--- src/rtl/tick_generator_multi.sv ---
// Multi-channel tick / clock-enable generator: each channel divides clock_in by a
// runtime-reloadable divisor and produces a one-cycle tick plus a square wave.
module tick_generator_multi #(
  parameter int NUM_CH = 4,
  parameter int DIV_W  = 26,
  parameter logic [NUM_CH*DIV_W-1:0] DEF_DIV = {26'd5_000_000, 26'd50_000_000,
                                                 26'd25_000_000, 26'd500_000},
  localparam int SEL_W = (NUM_CH > 1) ? $clog2(NUM_CH) : 1
) (
  input  logic              clock_in,
  input  logic              reset_n,
  input  logic [NUM_CH-1:0] ch_enable,
  input  logic              sync_clr,
  input  logic              div_wr,
  input  logic [SEL_W-1:0]  div_sel,
  input  logic [DIV_W-1:0]  div_data,
  output logic [NUM_CH-1:0] tick,
  output logic [NUM_CH-1:0] square
);

  // Divisors below 2 cannot produce a square wave, so they are clamped.
  logic [DIV_W-1:0] wr_val;
  assign wr_val = (div_data < DIV_W'(2)) ? DIV_W'(2) : div_data;

  for (genvar i = 0; i < NUM_CH; i++) begin : gen_ch
    logic [DIV_W-1:0] cnt_q, cnt_d;
    logic [DIV_W-1:0] act_q, act_d;
    logic [DIV_W-1:0] pend_q, pend_d;
    logic             pend_vld_q, pend_vld_d;
    logic             tick_q, tick_d;
    logic             square_q, square_d;
    logic             wrap;
    logic             hit;
    logic [DIV_W-1:0] cnt_inc;

    // Wrap uses >= so a divisor shrunk below the held count while disabled
    // still ends the period on the next enabled edge instead of running away.
    assign wrap    = (cnt_q >= (act_q - DIV_W'(1)));
    assign cnt_inc = wrap ? '0 : (cnt_q + DIV_W'(1));
    assign hit     = div_wr && (div_sel == SEL_W'(i));

    always_comb begin
      cnt_d      = cnt_q;
      act_d      = act_q;
      pend_d     = pend_q;
      pend_vld_d = pend_vld_q;
      tick_d     = 1'b0;
      square_d   = square_q;
      if (sync_clr) begin
        cnt_d      = '0;
        square_d   = 1'b0;
        pend_vld_d = 1'b0;
        if (hit) begin
          act_d = wr_val;
        end else if (pend_vld_q) begin
          act_d = pend_q;
        end
      end else if (ch_enable[i]) begin
        cnt_d    = cnt_inc;
        tick_d   = wrap;
        square_d = (cnt_inc >= (act_q >> 1));
        if (wrap) begin
          if (hit) begin
            act_d      = wr_val;
            pend_vld_d = 1'b0;
          end else if (pend_vld_q) begin
            act_d      = pend_q;
            pend_vld_d = 1'b0;
          end
        end else if (hit) begin
          pend_d     = wr_val;
          pend_vld_d = 1'b1;
        end
      end else if (hit) begin
        act_d      = wr_val;
        pend_vld_d = 1'b0;
      end
    end

    always_ff @(posedge clock_in) begin
      if (!reset_n) begin
        cnt_q      <= '0;
        act_q      <= DEF_DIV[i*DIV_W +: DIV_W];
        pend_q     <= '0;
        pend_vld_q <= 1'b0;
        tick_q     <= 1'b0;
        square_q   <= 1'b0;
      end else begin
        cnt_q      <= cnt_d;
        act_q      <= act_d;
        pend_q     <= pend_d;
        pend_vld_q <= pend_vld_d;
        tick_q     <= tick_d;
        square_q   <= square_d;
      end
    end

    assign tick[i]   = tick_q;
    assign square[i] = square_q;
  end

endmodule

--- config.mk ---
export PLATFORM = sky130hd
export DESIGN_NAME = tick_generator_multi
export DESIGN_NICKNAME = d
export VERILOG_FILES = /design/src/rtl/tick_generator_multi.sv
export SDC_FILE = /design/constraint.sdc
export NUM_CORES = 1
export LEC_CHECK = 0
export CORE_ASPECT_RATIO = 0.7
export CORE_UTILIZATION = 64
export CTS_BUF_LIST = sky130_fd_sc_hd__clkbuf_4 sky130_fd_sc_hd__clkbuf_8 sky130_fd_sc_hd__clkbuf_16
export CTS_CLUSTER_DIAMETER = 60
export CTS_CLUSTER_SIZE = 10
export DETAILED_ROUTE_END_ITERATION = 16
export HOLD_SLACK_MARGIN = 0.1
export PLACE_DENSITY = 0.86
export SYNTH_ARGS = -nofsm -noshare
export SYNTH_HDL_FRONTEND = slang
export SYNTH_SLANG_ARGS = --single-unit
--- constraint.sdc ---
create_clock -name clock_in -period 8.05 [get_ports clock_in]
set_clock_uncertainty 0.05 [all_clocks]
set_input_delay 0.805 -clock clock_in [delete_from_list [all_inputs] [get_ports clock_in]]
set_output_delay 0.805 -clock clock_in [all_outputs]
set_load 0.05 [all_outputs]
==> reports/summary.log, run 1 <==
[floorplanning] initial core utilization 65.8%
[routing] WL final 63600 um
[critical_path] kind of cell adding the most delay to the critical path simple AND/OR/NAND/NOR gates
[clocking] number of instances resized during post-cts repair 0
[synthesis] number of cells produced by synthesis 2781
[placed_design] cell count after placement 3158
[timing] Final Cycle Share 82.9%
[clocking] Clock Path Buffers 3
[synthesis] Async S/R FF share, synth 0%
[clocking] H-Tree Depth 2
[critical_path] Max FO, Critical Path 39
[clocking] number of clock sinks seen by CTS 324
[floorplanning] top-level I/O count 44
[cells_and_area] final-stage net count 2982
[timing] hold slack 0.405 ns
[clocking] insertion delay to the later sink of the worst-skew pair 0.56 ns
[critical_path] Cell Chain, Critical Path nor4_2 -> nand3_1 -> or4_1 -> nor2_1 -> nand2_1 -> nor4_1 -> xnor2_1 -> ha_1 -> nand4_1 -> nor4_1 -> o211ai_1 -> a21oi_1 -> or2_2 -> nor2_1 -> ha_1 -> a21o_1 -> a21o_1 -> a21oi_1 -> nor2_1 -> or4_1 -> a2111oi_0 -> nor2_1
[critical_path] Crit. End Element flip-flop
[clocking] clock root cell sky130_fd_sc_hd__clkbuf_16
[pwr] static leakage 9.71 nW
[placed_design] post-placement setup slack 1.49 ns
[clocking] CTS buffer count 38
[routing] via count 21100
[timing] transition time of the tightest slew-check pin 1.29 ns
[cells_and_area] final instance count without filler cells 3200
[placed_design] routability congestion estimate from global placement 0.999
[timing] final-report hold violation count 0
[synthesis] main flop type after synthesis sky130_fd_sc_hd__dfxtp_1
[timing] unrepaired setup endpoints after global routing false
[global_routing] global-route wire length before repair 102000 um
[synthesis] synth unique cells 79
[critical_path] startpoint types flip-flop
[critical_path] data arrival time of the critical path 7.05 ns
[placed_design] half-perimeter wire length after placement 46200 um
[critical_path] data required time of the critical path 8.42 ns
[global_routing] GRT Residual Overflow 0
[cells_and_area] Final Core Density 70.6%
[cells_and_area] Layout area overhead 7.42%
[critical_path] Buffers & Inverters on Critical Path 0
[clocking] number of hold buffers added after cts 0
[timing] final critical-path required period 6.68 ns
[synthesis] number of synthesis warnings 0
[placed_design] Port-buffer cells 43
[cells_and_area] count of inserted antenna diode cells 0
[clocking] CTS tree done
[routing] Residual DRC 0
[synthesis] post-synthesis register bit count 324
[routing] number of DRC violations after detailed-routing iteration 0 2609
[timing] final setup violating endpoints 0
[pwr] power after layout 3.82 mW
[global_routing] largest net degree at the start of global routing 105
[clocking] clock-pin slew on the worst setup and hold paths 0.06 ns
[cells_and_area] area of all placed cells without fillers 23900 um2
[floorplanning] Core ar. 33800 um2
[placed_design] placed standard-cell area 22900 um2
[synthesis] post-synthesis sequential area ratio 29.1%
[timing] Achievable Freq 150 MHz
[routing] DRT antenna net count 0
[pwr] power density over the cells 160 nW/um2
[outcome] outcome finished clean
[pwr] Max rail drop VDD 161 uV
[synthesis] Avg Synthesized Cell Area 8.00 um2
[floorplanning] Die X 225 um
[synthesis] synth top area cells sky130_fd_sc_hd__dfxtp_1 (29%), sky130_fd_sc_hd__ha_1 (12%), sky130_fd_sc_hd__xnor2_1 (5.4%)
[routing] average detailed-routed wire length per instance 19.9 um
[critical_path] Crit Path Class flip-flop to flip-flop
[timing] headroom to the max-slew limit 13.7%
[clocking] buffers inserted during post-CTS setup optimization 0
[floorplanning] die height 158 um
[critical_path] Slowest-stage cell, CP sky130_fd_sc_hd__or2_2
[timing] final setup TNS 0 ns
[run] max-cap violation count 0
[synthesis] Synthesized Nets 3029
[routing] vias per std cell 6.60
[min_path] class of the worst hold path flip-flop to flip-flop
[global_routing] GRT Util Overall 35.5%
[synthesis] Post-synth EDFFs 0
[critical_path] cell mode on critical path sky130_fd_sc_hd__nor2_1
[routing] Pre-antenna DRT Iters 7
[floorplanning] die area 35500 um2
[timing] number of pins with negative max-slew slack in the final report 0
[timing] Final WS setup 1.37 ns
[synthesis] area share of the largest cell type after synthesis 29.1%
[global_routing] via count of the first global-routing pass 20000
[synthesis] synthesized cell area 22300 um2
[synthesis] library cell with the largest summed area after synthesis sky130_fd_sc_hd__dfxtp_1
[floorplanning] site row count 56
[global_routing] number of antenna violations at the first check in global routing 0
[critical_path] highest cell delay on the worst timing path 0.67 ns
[cells_and_area] ratio of cells with drive above 1 in the final layout 4.50%
==> tightest hold or removal path, stage by stage, from the launching register on <==
cell and delay, ns:
sky130_fd_sc_hd__dfxtp_1 0.30, sky130_fd_sc_hd__nand2_1 0.05, sky130_fd_sc_hd__mux2i_1 0.05
==> path summary, 6_finish.rpt <==
check	startpoint	to	slack, ns	depth (start not counted)
worst max register to register	gen_ch[0].act_q[2]$_SDFFE_PN0P_	gen_ch[0].square_q$_SDFFE_PP0P_	1.37	22
worst min-delay path	gen_ch[0].pend_q[7]$_SDFFE_PN0P_	gen_ch[0].pend_q[7]$_SDFFE_PN0P_	0.41	2
worst min register to register	gen_ch[0].pend_q[7]$_SDFFE_PN0P_	gen_ch[0].pend_q[7]$_SDFFE_PN0P_	0.41	2
worst max-delay path	gen_ch[0].act_q[2]$_SDFFE_PN0P_	gen_ch[0].square_q$_SDFFE_PP0P_	1.37	22
==> cell families after synthesis <==
| kind of cell | share of synthesized area (%) |
|---|---|
| buffers and inverters | 5.87 |
| AO/OA/AOI/OAI | 18.8 |
| flip-flops | 29.1 |
| adder cells (fa/ha/maj) | 11.9 |
| AND/OR/NAND/NOR | 22.8 |
| multiplexers | 4.18 |
| XOR/XNOR | 7.24 |
==> layer usage <==
layer | wire length, um | up-vias | global-route usage [%]
met5 | 0 | - | 0
met4 | 1960 | 0 | 13.0
met3 | 6970 | 168 | 8.80
met2 | 27800 | 941 | 55.8
met1 | 26900 | 10100 | 47.2
li1 | - | 9965 | -
==> sequential cells by signal, indices dropped and copies added (netlist names) <==
register,cells
gen_ch.act_q,104
gen_ch.cnt_q,104
gen_ch.pend_q,104
gen_ch.pend_vld_q,4
gen_ch.square_q,4
gen_ch.tick_q,4
==> synth_stat cells, drive strengths merged, types with 43 or more instances <==
library cell / count
nand4: 64
xnor2: 137
clkbuf: 131
inv: 158
nor2: 276
dfxtp: 324
nor4: 43
nand2: 250
o21ai: 132
xor2: 47
mux2i: 93
a21oi: 133
nand3: 124
nor3: 70
o211ai: 97
ha: 212
==> placed cells by master, fill, tap and decap left out, types with 11 or more instances in the layout <==
master,Yosys,final
sky130_fd_sc_hd__and2_1,12,12
sky130_fd_sc_hd__nor4_1,41,41
sky130_fd_sc_hd__a31o_2,11,11
sky130_fd_sc_hd__or4_1,35,35
sky130_fd_sc_hd__nand3_1,124,124
sky130_fd_sc_hd__inv_1,158,158
sky130_fd_sc_hd__nand2_1,249,248
sky130_fd_sc_hd__nor2b_1,13,13
sky130_fd_sc_hd__ha_1,212,212
sky130_fd_sc_hd__nand4_1,63,63
sky130_fd_sc_hd__xnor2_1,137,137
sky130_fd_sc_hd__clkbuf_16,0,41
sky130_fd_sc_hd__nand3b_1,40,40
sky130_fd_sc_hd__a31oi_1,25,25
sky130_fd_sc_hd__a32o_1,26,26
sky130_fd_sc_hd__nor3b_1,21,21
sky130_fd_sc_hd__buf_4,11,37
sky130_fd_sc_hd__and4_1,11,11
sky130_fd_sc_hd__a22oi_1,11,11
sky130_fd_sc_hd__nor3_1,69,69
sky130_fd_sc_hd__xor2_1,47,47
sky130_fd_sc_hd__clkdlybuf4s50_1,0,42
sky130_fd_sc_hd__or3_1,30,30
sky130_fd_sc_hd__o31ai_1,21,21
sky130_fd_sc_hd__a2bb2oi_1,38,38
sky130_fd_sc_hd__o21ai_0,130,129
sky130_fd_sc_hd__nor2_1,275,274
sky130_fd_sc_hd__and3_1,27,27
sky130_fd_sc_hd__o211ai_1,97,97
sky130_fd_sc_hd__dfxtp_1,324,324
sky130_fd_sc_hd__a21o_1,19,19
sky130_fd_sc_hd__a21oi_1,133,132
sky130_fd_sc_hd__o221a_2,14,14
sky130_fd_sc_hd__mux2i_1,93,93
==> power by group <==
| part | switching (mW) | total (mW) | internal [mW] |
|---|---|---|---|
| Sequential | 0.0562 | 1.71 | 1.65 |
| Clock | 0.665 | 1.56 | 0.890 |
| Combinational | 0.348 | 0.555 | 0.207 |
| Total | 1.07 | 3.82 | 2.75 |
==> final cells by class <==
cell class                      instances  area [um2]
Sequential cell                       324        6490
Inverter                              160         601
Clock buffer                           41        1030
Clock inverter                          1        8.76
Timing Repair Buffer                   80         709
Tap cell                              464         581
Multi-Input combinational cell       2130       14500
Fill cell                            2630        9930
(Power assumes the default switching activity.)
==> run 2, diff against run 1 <==
--- a/config.mk
+++ b/config.mk
@@ -6,13 +6,13 @@
 export NUM_CORES = 1
 export LEC_CHECK = 0
 export CORE_ASPECT_RATIO = 0.7
-export CORE_UTILIZATION = 64
+export CORE_UTILIZATION = 58
 export CTS_BUF_LIST = sky130_fd_sc_hd__clkbuf_4 sky130_fd_sc_hd__clkbuf_8 sky130_fd_sc_hd__clkbuf_16
 export CTS_CLUSTER_DIAMETER = 60
 export CTS_CLUSTER_SIZE = 10
 export DETAILED_ROUTE_END_ITERATION = 16
 export HOLD_SLACK_MARGIN = 0.1
-export PLACE_DENSITY = 0.86
+export PLACE_DENSITY = 0.82
 export SYNTH_ARGS = -nofsm -noshare
 export SYNTH_HDL_FRONTEND = slang
 export SYNTH_SLANG_ARGS = --single-unit
==> constraint.sdc (replaced) <==
create_clock -name clock_in -period 5.8 [get_ports clock_in]
set_clock_uncertainty 0.05 [all_clocks]
set_input_delay 0.58 -clock clock_in [delete_from_list [all_inputs] [get_ports clock_in]]
set_output_delay 0.58 -clock clock_in [all_outputs]
set_load 0.05 [all_outputs]
==> reports/summary.log, run 2 (synthesis gave the netlist of run 1 again) <==
[cells_and_area] registers with the most flip-flops gen_ch.act_q x104, gen_ch.cnt_q x104, gen_ch.pend_q x104 [unchanged]
[critical_path] register-to-register setup slack 0.34 ns [was 1.37 ns]
[placed_design] cell count after placement 3209 [was 3158]
[min_path] class of the worst hold path flip-flop to flip-flop [unchanged]
[timing] unrepaired setup endpoints after global routing false [unchanged]
[clocking] number of hold buffers added after cts 0 [unchanged]
[global_routing] largest net degree at the start of global routing 111 [was 105]
[routing] vias per std cell 6.53 [was 6.60]
[global_routing] global-route wire length before repair 103000 um [was 102000 um]
[global_routing] global routing met1 resource utilization 43.4% [was 47.2%]
[critical_path] Crit Path Class flip-flop to flip-flop [unchanged]
[timing] final-report hold violation count 0 [unchanged]
[floorplanning] site row count 59 [was 56]
[critical_path] RR Endpoint gen_ch[0].square_q$_SDFFE_PP0P_ [unchanged]
[clocking] CTS buffer count 38 [unchanged]
[timing] transition time of the tightest slew-check pin 1.22 ns [was 1.29 ns]
[clocking] insertion delay to the later sink of the worst-skew pair 0.55 ns [was 0.56 ns]
[floorplanning] top-level I/O count 44 [unchanged]
[floorplanning] Die X 236 um [was 225 um]
[global_routing] GRT Util Overall 31.8% [was 35.5%]
[cells_and_area] Final Core Density 64.7% [was 70.6%]
[placed_design] routability congestion estimate from global placement 0.991 [was 0.999]
[min_path] worst hold path stage count 2 [unchanged]
[timing] Achievable Freq 183 MHz [was 150 MHz]
[min_path] Worst Hold Path EP gen_ch[0].pend_q[4]$_SDFFE_PN0P_ [was gen_ch[0].pend_q[7]$_SDFFE_PN0P_]
[critical_path] kind of cell adding the most delay to the critical path simple AND/OR/NAND/NOR gates [unchanged]
[cells_and_area] leading cell types in the layout, fill and taps excluded sky130_fd_sc_hd__dfxtp_1 (324), sky130_fd_sc_hd__nor2_1 (273), sky130_fd_sc_hd__nand2_1 (248) [was sky130_fd_sc_hd__dfxtp_1 (324), sky130_fd_sc_hd__nor2_1 (274), sky130_fd_sc_hd__nand2_1 (248)]
[global_routing] number of antenna violations at the first check in global routing 3 [was 0]
[cells_and_area] final-stage net count 3012 [was 2982]
[cells_and_area] ratio of cells with drive above 1 in the final layout 5.96% [was 4.50%]
[timing] number of pins with negative max-slew slack in the final report 0 [unchanged]
[pwr] static leakage 9.88 nW [was 9.71 nW]
[critical_path] Worst R2R Path Depth 23 [was 22]
[clocking] number of clock sinks seen by CTS 324 [unchanged]
[routing] WL final 64700 um [was 63600 um]
[timing] headroom to the max-slew limit 18.3% [was 13.7%]
[global_routing] met3 track demand over resource 7.18% [was 8.80%]
[clocking] H-Tree Depth 2 [unchanged]
[critical_path] data required time of the critical path 6.16 ns [was 8.42 ns]
[routing] DRT antenna net count 0 [unchanged]
[global_routing] global routing usage on met2 49.6% [was 55.8%]
[routing] average detailed-routed wire length per instance 19.9 um [about the same]
[critical_path] Cell Chain, Critical Path nor4_4 -> nand3_1 -> or4_1 -> nor2_2 -> nand2_1 -> nor3_2 -> xnor2_1 -> ha_1 -> nand4_1 -> nor4_2 -> o2bb2ai_1 -> a2111o_1 -> or2_4 -> buf_4 -> nor2_1 -> ha_1 -> a21o_1 -> a21oi_1 -> nor2b_1 -> o311ai_0 -> a21oi_1 -> a2111oi_0 -> nor2_1 [was nor4_2 -> nand3_1 -> or4_1 -> nor2_1 -> nand2_1 -> nor4_1 -> xnor2_1 -> ha_1 -> nand4_1 -> nor4_1 -> o211ai_1 -> a21oi_1 -> or2_2 -> nor2_1 -> ha_1 -> a21o_1 -> a21o_1 -> a21oi_1 -> nor2_1 -> or4_1 -> a2111oi_0 -> nor2_1]
[cells_and_area] # fillers 3126 [was 2630]
[cells_and_area] commonest non-fill, non-tap cell in the layout sky130_fd_sc_hd__dfxtp_1 [unchanged]
[critical_path] startpoint of the worst setup timing path gen_ch[0].act_q[2]$_SDFFE_PN0P_ [unchanged]
[floorplanning] die height 166 um [was 158 um]
[critical_path] Max FO, Critical Path 12 [was 39]
[critical_path] Crit. End Element flip-flop [unchanged]
[floorplanning] Core ar. 37500 um2 [was 33800 um2]
[clocking] clock root cell sky130_fd_sc_hd__clkbuf_16 [unchanged]
[floorplanning] die area 39200 um2 [was 35500 um2]
[timing] final setup TNS 0 ns [unchanged]
[clocking] clock-pin slew on the worst setup and hold paths 0.06 ns [about the same]
[global_routing] GRT Residual Overflow 0 [unchanged]
[clocking] Clock Path Buffers 3 [unchanged]
[floorplanning] initial core utilization 59.4% [was 65.8%]
[min_path] worst hold start gen_ch[0].pend_q[4]$_SDFFE_PN0P_ [was gen_ch[0].pend_q[7]$_SDFFE_PN0P_]
[routing] via count 21300 [was 21100]
[timing] Final Cycle Share 94.1% [was 82.9%]
[placed_design] half-perimeter wire length after placement 47600 um [was 46200 um]
[critical_path] Crit Reg-Reg Startpoint gen_ch[0].act_q[2]$_SDFFE_PN0P_ [unchanged]
[pwr] Max rail drop VDD 241 uV [was 161 uV]
[critical_path] data arrival time of the critical path 5.82 ns [was 7.05 ns]
[cells_and_area] footprint of the multi-input gates 14600 um2 [was 14500 um2]
[critical_path] startpoint types flip-flop [unchanged]
[pwr] power density over the cells 219 nW/um2 [was 160 nW/um2]
[global_routing] via count of the first global-routing pass 19900 [was 20000]
[run] max-cap violation count 0 [unchanged]
[critical_path] Slowest-stage cell, CP sky130_fd_sc_hd__or4_1 [was sky130_fd_sc_hd__or2_2]
[timing] final critical-path required period 5.46 ns [was 6.68 ns]
[cells_and_area] final instance count without filler cells 3256 [was 3200]
[pwr] power after layout 5.31 mW [was 3.82 mW]
[clocking] CTS tree done [unchanged]
[routing] number of DRC violations after detailed-routing iteration 0 2615 [was 2609]
[routing] Pre-antenna DRT Iters 9 [was 7]
[placed_design] Port-buffer cells 43 [unchanged]
[timing] final setup violating endpoints 0 [unchanged]
[critical_path] highest cell delay on the worst timing path 0.53 ns [was 0.67 ns]
[routing] Residual DRC 0 [unchanged]
[outcome] outcome finished clean [unchanged]
[critical_path] Buffers & Inverters on Critical Path 1 [was 0]
[global_routing] peak-usage layer in the global routing report met2 [unchanged]
[cells_and_area] Layout area overhead 8.97% [was 7.42%]
[cells_and_area] sequential standard cell area 6490 um2 [unchanged]
## run 2: through the flow
stage	setup WS, ns	hold slack [ns]	instance area (um2)
after global placement	0.182	0.393	23100
after detailed placement	0.0249	0.393	23100
final	0.344	0.405	24300
after global routing	0.0255	0.422	24300
after floorplan	0.0771	0.380	22300
after CTS	0.00439	0.404	24200
## run 2: power by group
| group | internal (mW) | switching [mW] |
|---|---|---|
| clock network | 1.22 | 0.925 |
| logic | 0.298 | 0.491 |
| registers | 2.29 | 0.0798 |
| total | 3.81 | 1.50 |
## run 2: final cells by class
type	count	area share, %
multi-input combinational	2130	60.1
sequential	324	26.7
clock buffer	42	4.19
timing repair buffer	110	3.91
tap	488	2.52
inverter	160	2.48
clock inverter	1	0.0361
antenna	1	0.0103
## run 2: worst max path at each step
stage | endpoint | cells after the start | slack (ns)
after global placement | gen_ch[0].square_q$_SDFFE_PP0P_ | 23 | 0.18
final | gen_ch[0].square_q$_SDFFE_PP0P_ | 23 | 0.34
after detailed placement | gen_ch[0].square_q$_SDFFE_PP0P_ | 22 | 0.02
after global routing | gen_ch[0].square_q$_SDFFE_PP0P_ | 22 | 0.03
after floorplan | gen_ch[0].square_q$_SDFFE_PP0P_ | 24 | 0.08
after CTS | gen_ch[0].square_q$_SDFFE_PP0P_ | 22 | 0.004
## run 2: tightest hold or removal path: cells and delay by family, from the launching register on
family	cells	cell delay, ns
mux	1	0.05
flops	1	0.31
simple gates	1	0.05
## run 2: routing by layer
metal	up-vias	part of all wire [%]
li1	10000	-
met1	10100	43
met2	958	44
met3	153	11
met4	6	2.3
met5	-	0.28
## run 2: what timing repair did
item / 4_1_cts / 5_1_grt
setup endpoints to repair: 0 / 2
gates resized for setup: 0 / 14
setup buffers: 0 / 3
